<file path="src/rtl/scan_unload_pkg.sv">
// Shared definitions for the scan-unload MISR block: FSM state encoding and
// default MISR polynomial/seed values.
package scan_unload_pkg;

    typedef enum logic [1:0] {
        ST_IDLE    = 2'd0,
        ST_SHIFT   = 2'd1,
        ST_CAPTURE = 2'd2,
        ST_DONE    = 2'd3
    } state_t;

    localparam logic [15:0] DEF_MISR_POLY = 16'h1021;
    localparam logic [15:0] DEF_MISR_SEED = 16'h0000;

endpackage : scan_unload_pkg

</file>
<file path="src/rtl/misr_step.sv">
// One combinational MISR step: shift left, fold the polynomial in when the
// MSB falls out, and XOR chain i's scan-out bit into signature bit i.
module misr_step #(
    parameter int                NUM_CHAINS = 4,
    parameter int                MISR_W     = 16,
    parameter logic [MISR_W-1:0] MISR_POLY  = {MISR_W{1'b0}}
) (
    input  logic [MISR_W-1:0]     sig,
    input  logic [NUM_CHAINS-1:0] so,
    output logic [MISR_W-1:0]     sig_next
);

    logic [MISR_W-1:0] so_ext_s;
    logic [MISR_W-1:0] fb_s;

    // Next-signature computation
    always_comb begin
        so_ext_s                   = {MISR_W{1'b0}};
        so_ext_s[NUM_CHAINS-1:0]   = so;
        if (sig[MISR_W-1]) begin
            fb_s = MISR_POLY;
        end else begin
            fb_s = {MISR_W{1'b0}};
        end
        sig_next = {sig[MISR_W-2:0], 1'b0} ^ fb_s ^ so_ext_s;
    end

endmodule : misr_step

</file>
<file path="src/rtl/scan_unload_misr.sv">
// Scan-unload controller: drives SE, compacts NUM_CHAINS scan-out streams into a
// MISR over PAT_NUM patterns. Optional comparator: SCAN_UNLOAD_MISR_COMPARE_EN.
module scan_unload_misr
    import scan_unload_pkg::*;
#(
    parameter int                NUM_CHAINS = 4,
    parameter int                CHAIN_LEN  = 16,
    parameter int                MISR_W     = 16,
    parameter logic [MISR_W-1:0] MISR_POLY  = MISR_W'(DEF_MISR_POLY),
    parameter logic [MISR_W-1:0] MISR_SEED  = MISR_W'(DEF_MISR_SEED)
) (
    input  logic                  CK,
    input  logic                  RESETN,
    input  logic                  START,
    input  logic [7:0]            PAT_NUM,
    input  logic [NUM_CHAINS-1:0] SO,
`ifdef SCAN_UNLOAD_MISR_COMPARE_EN
    input  logic [MISR_W-1:0]     EXP_SIG,
    output logic                  PASS,
`endif
    output logic                  SE,
    output logic                  BUSY,
    output logic                  DONE,
    output logic [MISR_W-1:0]     SIGNATURE
);

    localparam int BIT_CNT_W = $clog2(CHAIN_LEN + 1);
    localparam logic [BIT_CNT_W-1:0] LAST_BIT = BIT_CNT_W'(CHAIN_LEN - 1);

    if ((NUM_CHAINS < 1) || (NUM_CHAINS > MISR_W) || (MISR_W < 2) || (CHAIN_LEN < 1)) begin : g_bad_cfg
        $error("scan_unload_misr: illegal NUM_CHAINS/MISR_W/CHAIN_LEN combination");
    end

    state_t                 state_r;
    state_t                 next_state_s;
    logic [BIT_CNT_W-1:0]   bit_cnt_r;
    logic [7:0]             pat_cnt_r;
    logic [MISR_W-1:0]      sig_r;
    logic [MISR_W-1:0]      sig_next_s;
    logic [MISR_W-1:0]      sig_d_s;
    logic                   last_bit_s;
    logic                   se_d_s;
    logic                   busy_d_s;
    logic                   done_d_s;
    logic                   se_r;
    logic                   busy_r;
    logic                   done_r;

    misr_step #(
        .NUM_CHAINS (NUM_CHAINS),
        .MISR_W     (MISR_W),
        .MISR_POLY  (MISR_POLY)
    ) u_misr_step (
        .sig      (sig_r),
        .so       (SO),
        .sig_next (sig_next_s)
    );

    assign last_bit_s = (bit_cnt_r == LAST_BIT);

    // State and output registers
    always_ff @(posedge CK or negedge RESETN) begin
        if (!RESETN) begin
            state_r <= ST_IDLE;
            se_r    <= 1'b0;
            busy_r  <= 1'b0;
            done_r  <= 1'b0;
        end else begin
            state_r <= next_state_s;
            se_r    <= se_d_s;
            busy_r  <= busy_d_s;
            done_r  <= done_d_s;
        end
    end

    // Next-state decode
    always_comb begin
        next_state_s = state_r;
        case (state_r)
            ST_IDLE: begin
                if (START) begin
                    if (PAT_NUM == 8'd0) begin
                        next_state_s = ST_DONE;
                    end else begin
                        next_state_s = ST_SHIFT;
                    end
                end else begin
                    next_state_s = ST_IDLE;
                end
            end
            ST_SHIFT: begin
                if (last_bit_s) begin
                    if (pat_cnt_r == 8'd1) begin
                        next_state_s = ST_DONE;
                    end else begin
                        next_state_s = ST_CAPTURE;
                    end
                end else begin
                    next_state_s = ST_SHIFT;
                end
            end
            ST_CAPTURE: next_state_s = ST_SHIFT;
            ST_DONE:    next_state_s = ST_IDLE;
            default:    next_state_s = ST_IDLE;
        endcase
    end

    // Output decode from the upcoming state so every output comes straight off a flop
    always_comb begin
        se_d_s   = 1'b0;
        busy_d_s = 1'b0;
        done_d_s = 1'b0;
        case (next_state_s)
            ST_SHIFT: begin
                se_d_s   = 1'b1;
                busy_d_s = 1'b1;
            end
            ST_CAPTURE: busy_d_s = 1'b1;
            ST_DONE:    done_d_s = 1'b1;
            ST_IDLE:    done_d_s = 1'b0;
            default:    done_d_s = 1'b0;
        endcase
    end

    // Signature next value: seed on accepted START, compact only while shifting
    always_comb begin
        sig_d_s = sig_r;
        case (state_r)
            ST_IDLE: begin
                if (START) begin
                    sig_d_s = MISR_SEED;
                end else begin
                    sig_d_s = sig_r;
                end
            end
            ST_SHIFT: sig_d_s = sig_next_s;
            default:  sig_d_s = sig_r;
        endcase
    end

    // Datapath registers: signature, shift-bit counter, remaining-pattern counter
    always_ff @(posedge CK or negedge RESETN) begin
        if (!RESETN) begin
            sig_r     <= MISR_SEED;
            bit_cnt_r <= {BIT_CNT_W{1'b0}};
            pat_cnt_r <= 8'd0;
        end else begin
            sig_r <= sig_d_s;
            case (state_r)
                ST_IDLE: begin
                    if (START) begin
                        pat_cnt_r <= PAT_NUM;
                        bit_cnt_r <= {BIT_CNT_W{1'b0}};
                    end else begin
                        pat_cnt_r <= pat_cnt_r;
                    end
                end
                ST_SHIFT: begin
                    bit_cnt_r <= bit_cnt_r + BIT_CNT_W'(1);
                    if (last_bit_s) begin
                        pat_cnt_r <= pat_cnt_r - 8'd1;
                    end else begin
                        pat_cnt_r <= pat_cnt_r;
                    end
                end
                ST_CAPTURE: bit_cnt_r <= {BIT_CNT_W{1'b0}};
                default:    bit_cnt_r <= bit_cnt_r;
            endcase
        end
    end

`ifdef SCAN_UNLOAD_MISR_COMPARE_EN
    logic pass_r;

    // Compare result captured on entry to DONE; a fresh START clears it
    always_ff @(posedge CK or negedge RESETN) begin
        if (!RESETN) begin
            pass_r <= 1'b0;
        end else if ((next_state_s == ST_DONE) && (state_r != ST_DONE)) begin
            pass_r <= (sig_d_s == EXP_SIG);
        end else if ((state_r == ST_IDLE) && START) begin
            pass_r <= 1'b0;
        end else begin
            pass_r <= pass_r;
        end
    end

    assign PASS = pass_r;
`endif

    assign SE        = se_r;
    assign BUSY      = busy_r;
    assign DONE      = done_r;
    assign SIGNATURE = sig_r;

endmodule : scan_unload_misr

</file>
<file path="config.mk">
export PLATFORM = sky130hd
export DESIGN_NAME = scan_unload_misr
export DESIGN_NICKNAME = d
export VERILOG_FILES = /design/src/rtl/scan_unload_pkg.sv /design/src/rtl/misr_step.sv /design/src/rtl/scan_unload_misr.sv
export SDC_FILE = /design/constraint.sdc
export NUM_CORES = 1
export LEC_CHECK = 0
export BUFFER_PORTS_ARGS = -buffer_cell sky130_fd_sc_hd__buf_2
export CAP_MARGIN = 20
export CELL_PAD_IN_SITES_DETAIL_PLACEMENT = 1
export CELL_PAD_IN_SITES_GLOBAL_PLACEMENT = 1
export CORE_MARGIN = 3
export CORE_UTILIZATION = 38
export CTS_CLUSTER_SIZE = 8
export DETAILED_ROUTE_END_ITERATION = 6
export HOLD_SLACK_MARGIN = 0.1
export PLACE_DENSITY_LB_ADDON = 0.2
export SETUP_SLACK_MARGIN = 0.4
export SLEW_MARGIN = 5
export SYNTH_ARGS = -nofsm -noshare
export SYNTH_HDL_FRONTEND = slang
export SYNTH_SLANG_ARGS = --single-unit
</file>
<file path="constraint.sdc">
create_clock -name CK -period 2.38 [get_ports CK]
set_input_delay 0.119 -clock CK [delete_from_list [all_inputs] [get_ports CK]]
set_output_delay 0.119 -clock CK [all_outputs]
set_load 0.005 [all_outputs]
</file>
==> metrics.md, run 1 <==
| Metric | Value |
|---|---|
| Clock network fraction of total power | `0.222` |
| Starting DRT DRC Count | `107` |
| Global route overflow | `0` |
| Drt total wl | `4.49 mm` |
| Synth cell count leaders | `dfrtp_1 (34), o21ai_0 (17), nand2_1 (14)` |
| Final hold viol count | `0` |
| Row cnt | `23` |
| M3 GR Usage | `0.0412` |
| Nets | `220` |
| Max-cap violations | `0` |
| Lkg Pwr | `0.941 nW` |
| Starting Density | `0.397` |
| Worst vdd ir | `0.680 mV` |
| CP startpoint kind | `flop` |
| HP Class | `in -> reg` |
| Grt met1 use | `0.219` |
| CTS HTree Levels | `2` |
| Core area | `4060 µm²` |
| Synth Warn # | `0` |
| Sinks on Clock Net | `34` |
| Post-synthesis sequential area ratio | `0.528` |
| Ys flop type | `dfrtp_1` |
| Gr busiest metal | `met2` |
| All-Layer GR Usage | `0.186` |
| Share of synthesized flip-flops with an asynchronous set or reset | `1.00` |
| CTS buffer count | `5` |
| Post-synth EDFFs | `0` |
| Mapped cell area | `1610 µm²` |
| Num ports | `34` |
| Wire per inst | `18.0 µm` |
| Area taken by multi-input logic gates | `729 µm²` |
| Max Fclk | `533 MHz` |
| Clk pin slew, worst setup/hold paths | `0.07 ns` |
| Register area | `852 µm²` |
| Clk root buf | `clkbuf_8` |
| CTS max path bufs | `2` |
| Setup Viol. Count Final | `0` |
| Die width | `71.1 µm` |
| Clk_skew | `0.00650 ns` |
| Synth Net Count | `179` |
| Ant. Diodes | `0` |
| First-pass GRT wire length | `7.35 mm` |
| RSZ-0062 raised after global routing | `false` |
| Total die area | `5060 µm²` |
| DR DRC count | `0` |
| Routability cong. | `0.811` |
| DRT Pass-1 Iters | `4` |
| PnR Total Power | `0.00306 W` |
| Vias/cell | `5.64` |
| TritonCTS clock tree | `done` |
| Cell Int Power | `0.00189 W` |
| Combinational power share | `0.406` |
| Setup TNS after final layout | `0 ns` |
| Worst skew pair latency | `0.30 ns` |
| Slew Limit Fails | `0` |
| Crit Path Max Fanout | `4` |
| Tmin final | `1.88 ns` |
| Top cell type's share of synthesized area | `0.528` |
| Mean post-synth cell area | `10.2 µm²` |
| Worst relative slew slack | `0.477` |
| Ranking of synthesized cells by area | `dfrtp_1 (53%), a22o_1 (5.4%), o21ai_0 (5.3%)` |
| Met2 Usage GRT | `0.314` |
| ANT nets after route | `0` |
| Least-Margin Pin Slew | `0.784 ns` |
| Status | `completed` |
| Worst path required time | `2.62 ns` |
| Synthesized instance count | `158` |
| Sequential power share | `0.372` |
| Critical path endpoint category | `flop` |
| Worst EP arrival | `2.12 ns` |
| Largest net degree at the start of global routing | `35` |
| PwrDens | `1500 nW/µm²` |
| NetSw | `0.00117 W` |
| Layout cells sized above 1 | `0.285` |
| Register bit total from synthesis | `34` |
| Die Span Y | `71.1 µm` |
| Vias in the first global route | `1535` |
| Post-DP HPWL | `3.09 mm` |
| Switching part of the total power | `0.383` |
| Vias | `1411` |
| Final cycle utilization of the critical path | `0.788` |
| Top-count cell post-synth | `dfrtp_1` |
| Layout fillers | `461` |
| Yosys top cell by area | `dfrtp_1` |
| Area grow syn2layout | `26.6%` |
| Initial antenna violation count | `0` |
| WS Path Type | `reg -> reg` |
| PortBufs | `33` |
| Post-synth cell types | `32` |
stage by stage:
| step | setup slack [ns] | util | hold WS, ns | cells | instance area [µm²] |
|---|---|---|---|---|---|
| floorplan | 0.557 | - | -0.177 | 158 | 1610 |
| global placement | 0.474 | 0.451 | 0.224 | 236 | 1830 |
| detailed placement | 0.389 | 0.451 | 0.245 | 236 | 1830 |
| CTS | 0.444 | 0.492 | 0.108 | 245 | 2000 |
| global route | 0.386 | 0.503 | 0.128 | 250 | 2040 |
| finish | 0.504 | 0.503 | 0.112 | 250 | 2040 |
critical path, stage by stage, from the launching register on:
cell     delay (ns)
dfrtp_2        0.43
or4_4          0.55
o41a_1         0.36
o22ai_2        0.17
ha_1           0.26
inv_1          0.05
cell type report:
cell class,count,area share
clock buffers,6,0.0405
multi-input cells,110,0.357
well taps,50,0.0307
repair buffers,41,0.112
clock inverters,2,0.0294
flip-flops and latches,34,0.418
inverters,7,0.0129
layer usage:
metal	vias up	wire length, µm
met5	-	0
met4	0	111
met3	9	181
met2	36	2270
met1	712	1930
li1	654	-
what timing repair did:
| action | 4_1_cts | 5_1_grt |
|---|---|---|
| endpoints found under the setup margin | 2 | 2 |
| hold buffers | 1 | 0 |
| gates cloned | 0 | 1 |
| resized for setup | 2 | 3 |
| setup buffers | 0 | 4 |
| endpoints found under the hold margin | 34 | 0 |
| pin swaps | 0 | 1 |
power by group through the flow:
stage	Sequential [W]	Clock, W	Combinational [W]
after floorplan	0.00107	0	0.000771
final	0.00114	0.000679	0.00124
after detailed placement	0.00115	0	0.00117
after global routing	0.00118	0.000712	0.00138
after global placement	0.00111	0	0.00109
after CTS	0.00114	0.000687	0.00119
state kept, by name (all words and copies together) (netlist names):
signal and flops:
bit_cnt_r 5, SIGNATURE 16, SE 1, state_r 2
BUSY 1, pat_cnt_r 8, DONE 1
path summary, 6_finish.rpt:
| kind | from | to | slack [ns] | cells after the start |
|---|---|---|---|---|
| min in group asynchronous | RESETN | pat_cnt_r[5] | 0.44 | 2 |
| hold reg to reg | bit_cnt_r[0] | bit_cnt_r[0] | 0.52 | 1 |
| hold / removal | PAT_NUM[1] | pat_cnt_r[1] | 0.11 | 3 |
| setup / recovery | pat_cnt_r[3] | BUSY | 0.50 | 5 |
| max in group asynchronous | RESETN | pat_cnt_r[3] | 1.40 | 2 |
| setup reg to reg | pat_cnt_r[3] | BUSY | 0.50 | 5 |
cell usage in the layout, fill, tap and decap left out, types with 2 or more instances in the layout:
| cell | netlist | layout |
|---|---|---|
| nand3_1 | 2 | 2 |
| a22oi_1 | 2 | 2 |
| xnor2_1 | 6 | 6 |
| bufinv_16 | 0 | 2 |
| o2bb2ai_1 | 2 | 2 |
| nor4_1 | 2 | 2 |
| inv_1 | 7 | 7 |
| o32ai_1 | 2 | 2 |
| o211ai_1 | 3 | 3 |
| nor2_1 | 9 | 9 |
| nand2b_1 | 3 | 2 |
| buf_4 | 0 | 7 |
| dfrtp_1 | 34 | 33 |
| o21ai_0 | 17 | 17 |
| nand2_1 | 14 | 13 |
| buf_2 | 2 | 33 |
| a21o_1 | 2 | 2 |
| a22o_1 | 10 | 10 |
| o22ai_1 | 3 | 2 |
| clkbuf_8 | 0 | 6 |
| nor3_1 | 3 | 3 |
| a21oi_1 | 12 | 12 |
| ha_1 | 6 | 6 |
logic make-up after synthesis:
group           count (synthesis)  share of synthesized area
buf+inv                        15                     0.0365
flops                          34                      0.528
fa+ha+maj                       6                     0.0466
compound gates                 57                      0.234
mux                             1                    0.00621
xor+xnor                        6                     0.0326
simple gates                   39                      0.116
Power figures use the tool's default switching activity.
==> run 2, diff against run 1 <==
CORE_UTILIZATION = 37   (was 38)
clock period = 1.5 ns   (was 2.38 ns; I/O delays follow)
==> run 2 against run 1 <==
The run now ends with negative setup slack left. First-iteration DRC count down 47%. Via count up 14%. Routed wire length up 44%. Sequential power up 57%. Die area up 2.5%. Critical path type unchanged.
==> metrics.md, run 2 (same netlist as run 1, synthesis figures left out) <==
| Metric | Value |
|---|---|
| Status | `complete, but fails checks` |
| Failing checks | `negative setup slack` |
| Post-Place Setup Slack | `-0.346 ns` |
| Area taken by multi-input logic gates | `968 µm²` |
| Clk root buf | `clkbuf_8` |
| Final cycle utilization of the critical path | `1.23` |
| Initial antenna violation count | `0` |
| Starting DRT DRC Count | `57` |
| Most frequent cells in the layout | `dfrtp_1 (33), buf_2 (33), buf_4 (27), buf_6 (15), a22o_1 (10)` |
| Starting Density | `0.394` |
| Worst vdd ir | `1.06 mV` |
| Sinks on Clock Net | `34` |
| Worst path required time | `1.73 ns` |
| Worst EP arrival | `2.08 ns` |
| Final worst slack | `-0.348 ns` |
| Worst path slowest cell | `or4_4` |
| Die width | `72.0 µm` |
| Layout fillers | `431` |
| DRT Pass-1 Iters | `4` |
| Worst skew pair latency | `0.29 ns` |
| Largest net degree at the start of global routing | `35` |
| Slew Limit Fails | `0` |
| Global route overflow | `0` |
| Total die area | `5180 µm²` |
| Worst relative slew slack | `0.695` |
| Clk pin slew, worst setup/hold paths | `0.07 ns` |
| Setup Viol. Count Final | `13` |
| Routability cong. | `0.870` |
| Drt total wl | `6.45 mm` |
| First-pass GRT wire length | `8.57 mm` |
| Core area | `4090 µm²` |
| Final hold viol count | `0` |
| Hold path cells | `3` |
| CTS buffer count | `5` |
| Die Span Y | `72.0 µm` |
| Crit-path cells | `or4_4, o41a_1, o22ai_2, ha_1, inv_1` |
| Crit Path Max Fanout | `2` |
| Max Fclk | `541 MHz` |
| HP Class | `in -> reg` |
| Area grow syn2layout | `67.0%` |
| PortBufs | `33` |
| Placed insts | `257` |
| Vias | `1610` |
| CTS max path bufs | `2` |
| Layout cells sized above 1 | `0.549` |
| Least-Margin Pin Slew | `0.457 ns` |
| Max-cap violations | `0` |
| Wire per inst | `21.9 µm` |
| Worst r2r path cells | `5` |
| Vias in the first global route | `1748` |
| Num ports | `34` |
| Tmin final | `1.85 ns` |
| Nets | `264` |
| Max reg flops | `16` |
| PwrDens | `2270 nW/µm²` |
| Vias/cell | `5.48` |
| DR DRC count | `0` |
| Clk_skew | `0.00900 ns` |
| TritonCTS clock tree | `done` |
| Post-Layout Cell Count | `294` |
| WS Path Type | `reg -> reg` |
| All-Layer GR Usage | `0.218` |
| Critical path endpoint category | `flop` |
| Ant. Diodes | `0` |
| RSZ-0062 raised after global routing | `true` |
| Slowest Stage Delay on Critical Path | `0.54 ns` |
| Row cnt | `23` |
| Register area | `852 µm²` |
| CP startpoint kind | `flop` |
| Lkg Pwr | `1.23 nW` |
| ANT nets after route | `0` |
| CTS HTree Levels | `2` |
| Post-DP HPWL | `3.45 mm` |
## run 2: what timing repair did
action | CTS | global route
endpoints found under the setup margin | 34 | 34
setup buffers | 9 | 12
hold buffers | 7 | 0
resized for setup | 39 | 35
gates cloned | 0 | 1
pin swaps | 8 | 15
endpoints found under the hold margin | 40 | 0
## run 2: metal layers
metal	up-vias	GRT usage	share of wire
li1	747	-	-
met1	823	0.252	0.40
met2	30	0.385	0.56
met3	10	0.0512	0.029
met4	0	0.0939	0.020
met5	-	0	0
## run 2: final timing paths
kind,startpoint,endpoint,slack [ns]
min reg2reg,SIGNATURE[10],SIGNATURE[11],0.53
min in group asynchronous,RESETN,DONE,0.35
max in group asynchronous,RESETN,state_r[1],0.80
min,PAT_NUM[2],pat_cnt_r[2],0.16
max reg2reg,pat_cnt_r[5],BUSY,-0.35
max,pat_cnt_r[5],BUSY,-0.35
## run 2: power by group
group,switching (W),internal [W]
clock,0.000349,0.000369
sequential,0.000438,0.00135
combinational,0.00178,0.00181
## run 2: per-stage QoR
stage               instance area, µm²  hold WS [ns]  total power [W]  utilization  setup TNS, ns
global placement                  2050         0.132          0.00393        0.501          -1.02
global route                      2690         0.142          0.00649        0.659          -2.89
finish                            2690         0.157          0.00610        0.659          -2.08
floorplan                         1680        -0.221          0.00305            -         -0.588
CTS                               2420         0.102          0.00536        0.592          -1.41
detailed placement                2050         0.141          0.00414        0.501          -1.78
## run 2: layout make-up
cell class	instances	share of cell area
repair buffers	86	0.255
well taps	50	0.0232
multi-input cells	109	0.360
clock buffers	6	0.0307
flip-flops and latches	34	0.317
clock inverters	2	0.00465
inverters	7	0.00976
## run 2: critical path: cells and delay by family (launching register included)
kind	cells	cell delay (ns)
flops	1	0.40
simple gates	1	0.54
compound gates	2	0.51
buf+inv	1	0.06
fa+ha+maj	1	0.27
==> run 3, diff against run 2 <==
==> constraint.sdc (replaced) <==
create_clock -name CK -period 1.5 [get_ports CK]
set_input_delay 0.45 -clock CK [delete_from_list [all_inputs] [get_ports CK]]
set_output_delay 0.45 -clock CK [all_outputs]
set_load 0.005 [all_outputs]
==> run 3 against run 2 <==
The flow still finishes with violations (negative setup slack). Sequential share of layout area decreased by 1.7 points. Die area did not move. Maximum frequency decreased by 0.46%. Critical path type unchanged. Global-route usage grew 3.5 points. Routed wire length grew 20%. Register-to-register slack about the same. Clock skew grew 0.0068 ns. Largest power group unchanged. Hold slack better by 0.018 ns. Via count is 11% higher. First-iteration DRC count is 33% higher.
==> metrics.md, run 3 (same netlist as run 1, synthesis figures left out) <==
| Metric | Value |
|---|---|
| HP Class | `in -> async` |
| CTS buffer count | `5` |
| Setup Viol. Count Final | `12` |
| Setup TNS after final layout | `-2.17 ns` |
| Lkg Pwr | `1.36 nW` |
| Switching part of the total power | `0.432` |
| Global route overflow | `0` |
| Failing checks | `negative setup slack` |
| Sequential power share | `0.244` |
| CTS max path bufs | `2` |
| DRT Pass-1 Iters | `4` |
| CTS HTree Levels | `2` |
| WS Path Type | `reg -> reg` |
| Clk root buf | `clkbuf_8` |
| RSZ-0062 raised after global routing | `true` |
| WL met2 | `4.12 mm` |
| Crit Path Max Fanout | `2` |
| Final hold viol count | `0` |
| Final cycle utilization of the critical path | `1.24` |
| Starting DRT DRC Count | `76` |
| Crit-path cells | `or4_4, o41a_1, o22ai_2, ha_1, inv_1` |
| Die width | `72.0 µm` |
| Ant. Diodes | `0` |
| Largest delay share family, worst path | `simple AND/OR/NAND/NOR gates` |
| Met3 wire length | `240 µm` |
| DR DRC count | `0` |
| Largest net degree at the start of global routing | `35` |
| TritonCTS clock tree | `done` |
| Hold Buf Count CTS | `0` |
| Worst relative slew slack | `0.687` |
| Vias | `1782` |
| Vias in the first global route | `1826` |
| Total die area | `5180 µm²` |
| Worst path slowest cell | `or4_4` |
| Vias/cell | `5.62` |
| Wire per inst | `24.3 µm` |
| Num ports | `34` |
| PwrDens | `2410 nW/µm²` |
| Core area | `4090 µm²` |
| WP buf/inv | `1` |
| Routability cong. | `0.836` |
| Initial antenna violation count | `0` |
| Post-DP HPWL | `3.56 mm` |
| Most frequent cells in the layout | `buf_4 (63), dfrtp_1 (33), buf_2 (32), buf_6 (11), a22o_1 (10)` |
| DRT met1 WL | `3.12 mm` |
| Area grow syn2layout | `76.7%` |
| Worst EP arrival | `2.10 ns` |
| Critical path endpoint category | `flop` |
| Clock network fraction of total power | `0.102` |
| Slew Limit Fails | `0` |
| All-Layer GR Usage | `0.253` |
| Combinational power share | `0.654` |
| Cell Int Power | `0.00390 W` |
| Die Span Y | `72.0 µm` |
| Final worst slack | `-0.356 ns` |
| Slowest Stage Delay on Critical Path | `0.55 ns` |
| Placed insts | `265` |
| First-pass GRT wire length | `9.85 mm` |
| PortBufs | `33` |
| Row cnt | `23` |
| Max reg flops | `16` |
| Nets | `288` |
| Drt total wl | `7.71 mm` |
| Max Fclk | `539 MHz` |
| Clk pin slew, worst setup/hold paths | `0.09 ns` |
| Max-cap violations | `0` |
| ANT nets after route | `0` |
| Worst vdd ir | `1.47 mV` |
| Most common cell after layout, fill and taps aside | `buf_4` |
| Worst skew pair latency | `0.31 ns` |
| NetSw | `0.00296 W` |
| Post-Layout Cell Count | `317` |
| CP startpoint kind | `flop` |
| Worst path required time | `1.74 ns` |
| Clk_skew | `0.0158 ns` |
| Sinks on Clock Net | `34` |
| Tmin final | `1.86 ns` |
| Starting Density | `0.394` |
| Util after Layout | `0.697` |
| Layout cells sized above 1 | `0.629` |
| Status | `complete, but fails checks` |
| Least-Margin Pin Slew | `0.469 ns` |
| Layout fillers | `423` |
| Final hold slack | `0.175 ns` |
| Highest routed layer | `met4` |
[run 3: cell count changes in the layout (fill, tap and decap cells not counted), moves of 2 or more]
cell           previous run  this run
dlygate4sd3_1             7         0
o21ai_2                   7         9
nor2_2                    2         0
o21ai_0                   2         0
buf_4                    27        63
o32ai_1                   2         0
buf_6                    15        11
[run 3: path summary, 6_finish.rpt]
path                       slack [ns]  cells after the start             to         start
setup / recovery                -0.36                      5           BUSY  pat_cnt_r[5]
hold / removal                   0.18                      2   pat_cnt_r[7]        RESETN
setup reg to reg                -0.36                      5           BUSY  pat_cnt_r[5]
hold reg to reg                  0.56                      1   SIGNATURE[9]  SIGNATURE[8]
max in group asynchronous        0.98                      2  SIGNATURE[15]        RESETN
min in group CK                  0.43                      3   SIGNATURE[2]         SO[2]
[run 3: metrics by stage]
stage	setup slack, ns	total power, W	instance area [µm²]
after floorplan	-0.270	0.00306	1680
after global placement	-0.296	0.00396	2110
after detailed placement	-0.344	0.00417	2110
after CTS	-0.295	0.00569	2560
after global routing	-0.408	0.00724	2850
final	-0.356	0.00685	2850
[run 3: area by class of cell]
type	instances	area (µm²)	area share
inverters	7	26.3	0.00923
multi-input cells	109	1000	0.351
clock buffers	5	68.8	0.0242
repair buffers	110	828	0.291
clock inverters	2	10.0	0.00351
well taps	50	62.6	0.0220
flip-flops and latches	34	852	0.299
[run 3: power by group through the flow]
stage | Sequential (W) | Clock, W | Combinational (W)
6_report | 0.00167 | 0.000698 | 0.00448
5_1_grt | 0.00170 | 0.000753 | 0.00478
4_1_cts | 0.00160 | 0.000660 | 0.00343
3_5_place_dp | 0.00169 | 0 | 0.00247
3_3_place_gp | 0.00166 | 0 | 0.00230
2_1_floorplan | 0.00172 | 0 | 0.00135
[run 3: timing repair]
action | CTS | global route
resized for setup | 49 | 27
setup endpoints to repair | 52 | 53
cloned | 1 | 1
endpoints found under the hold margin | 0 | 0
buffers inserted | 24 | 19
pin swaps | 14 | 18
[run 3: metal layers]
| layer | GRT usage | up-vias |
|---|---|---|
| met5 | 0 | - |
| met4 | 0.0710 | 0 |
| met3 | 0.0637 | 23 |
| met2 | 0.461 | 47 |
| met1 | 0.293 | 923 |
| li1 | - | 789 |
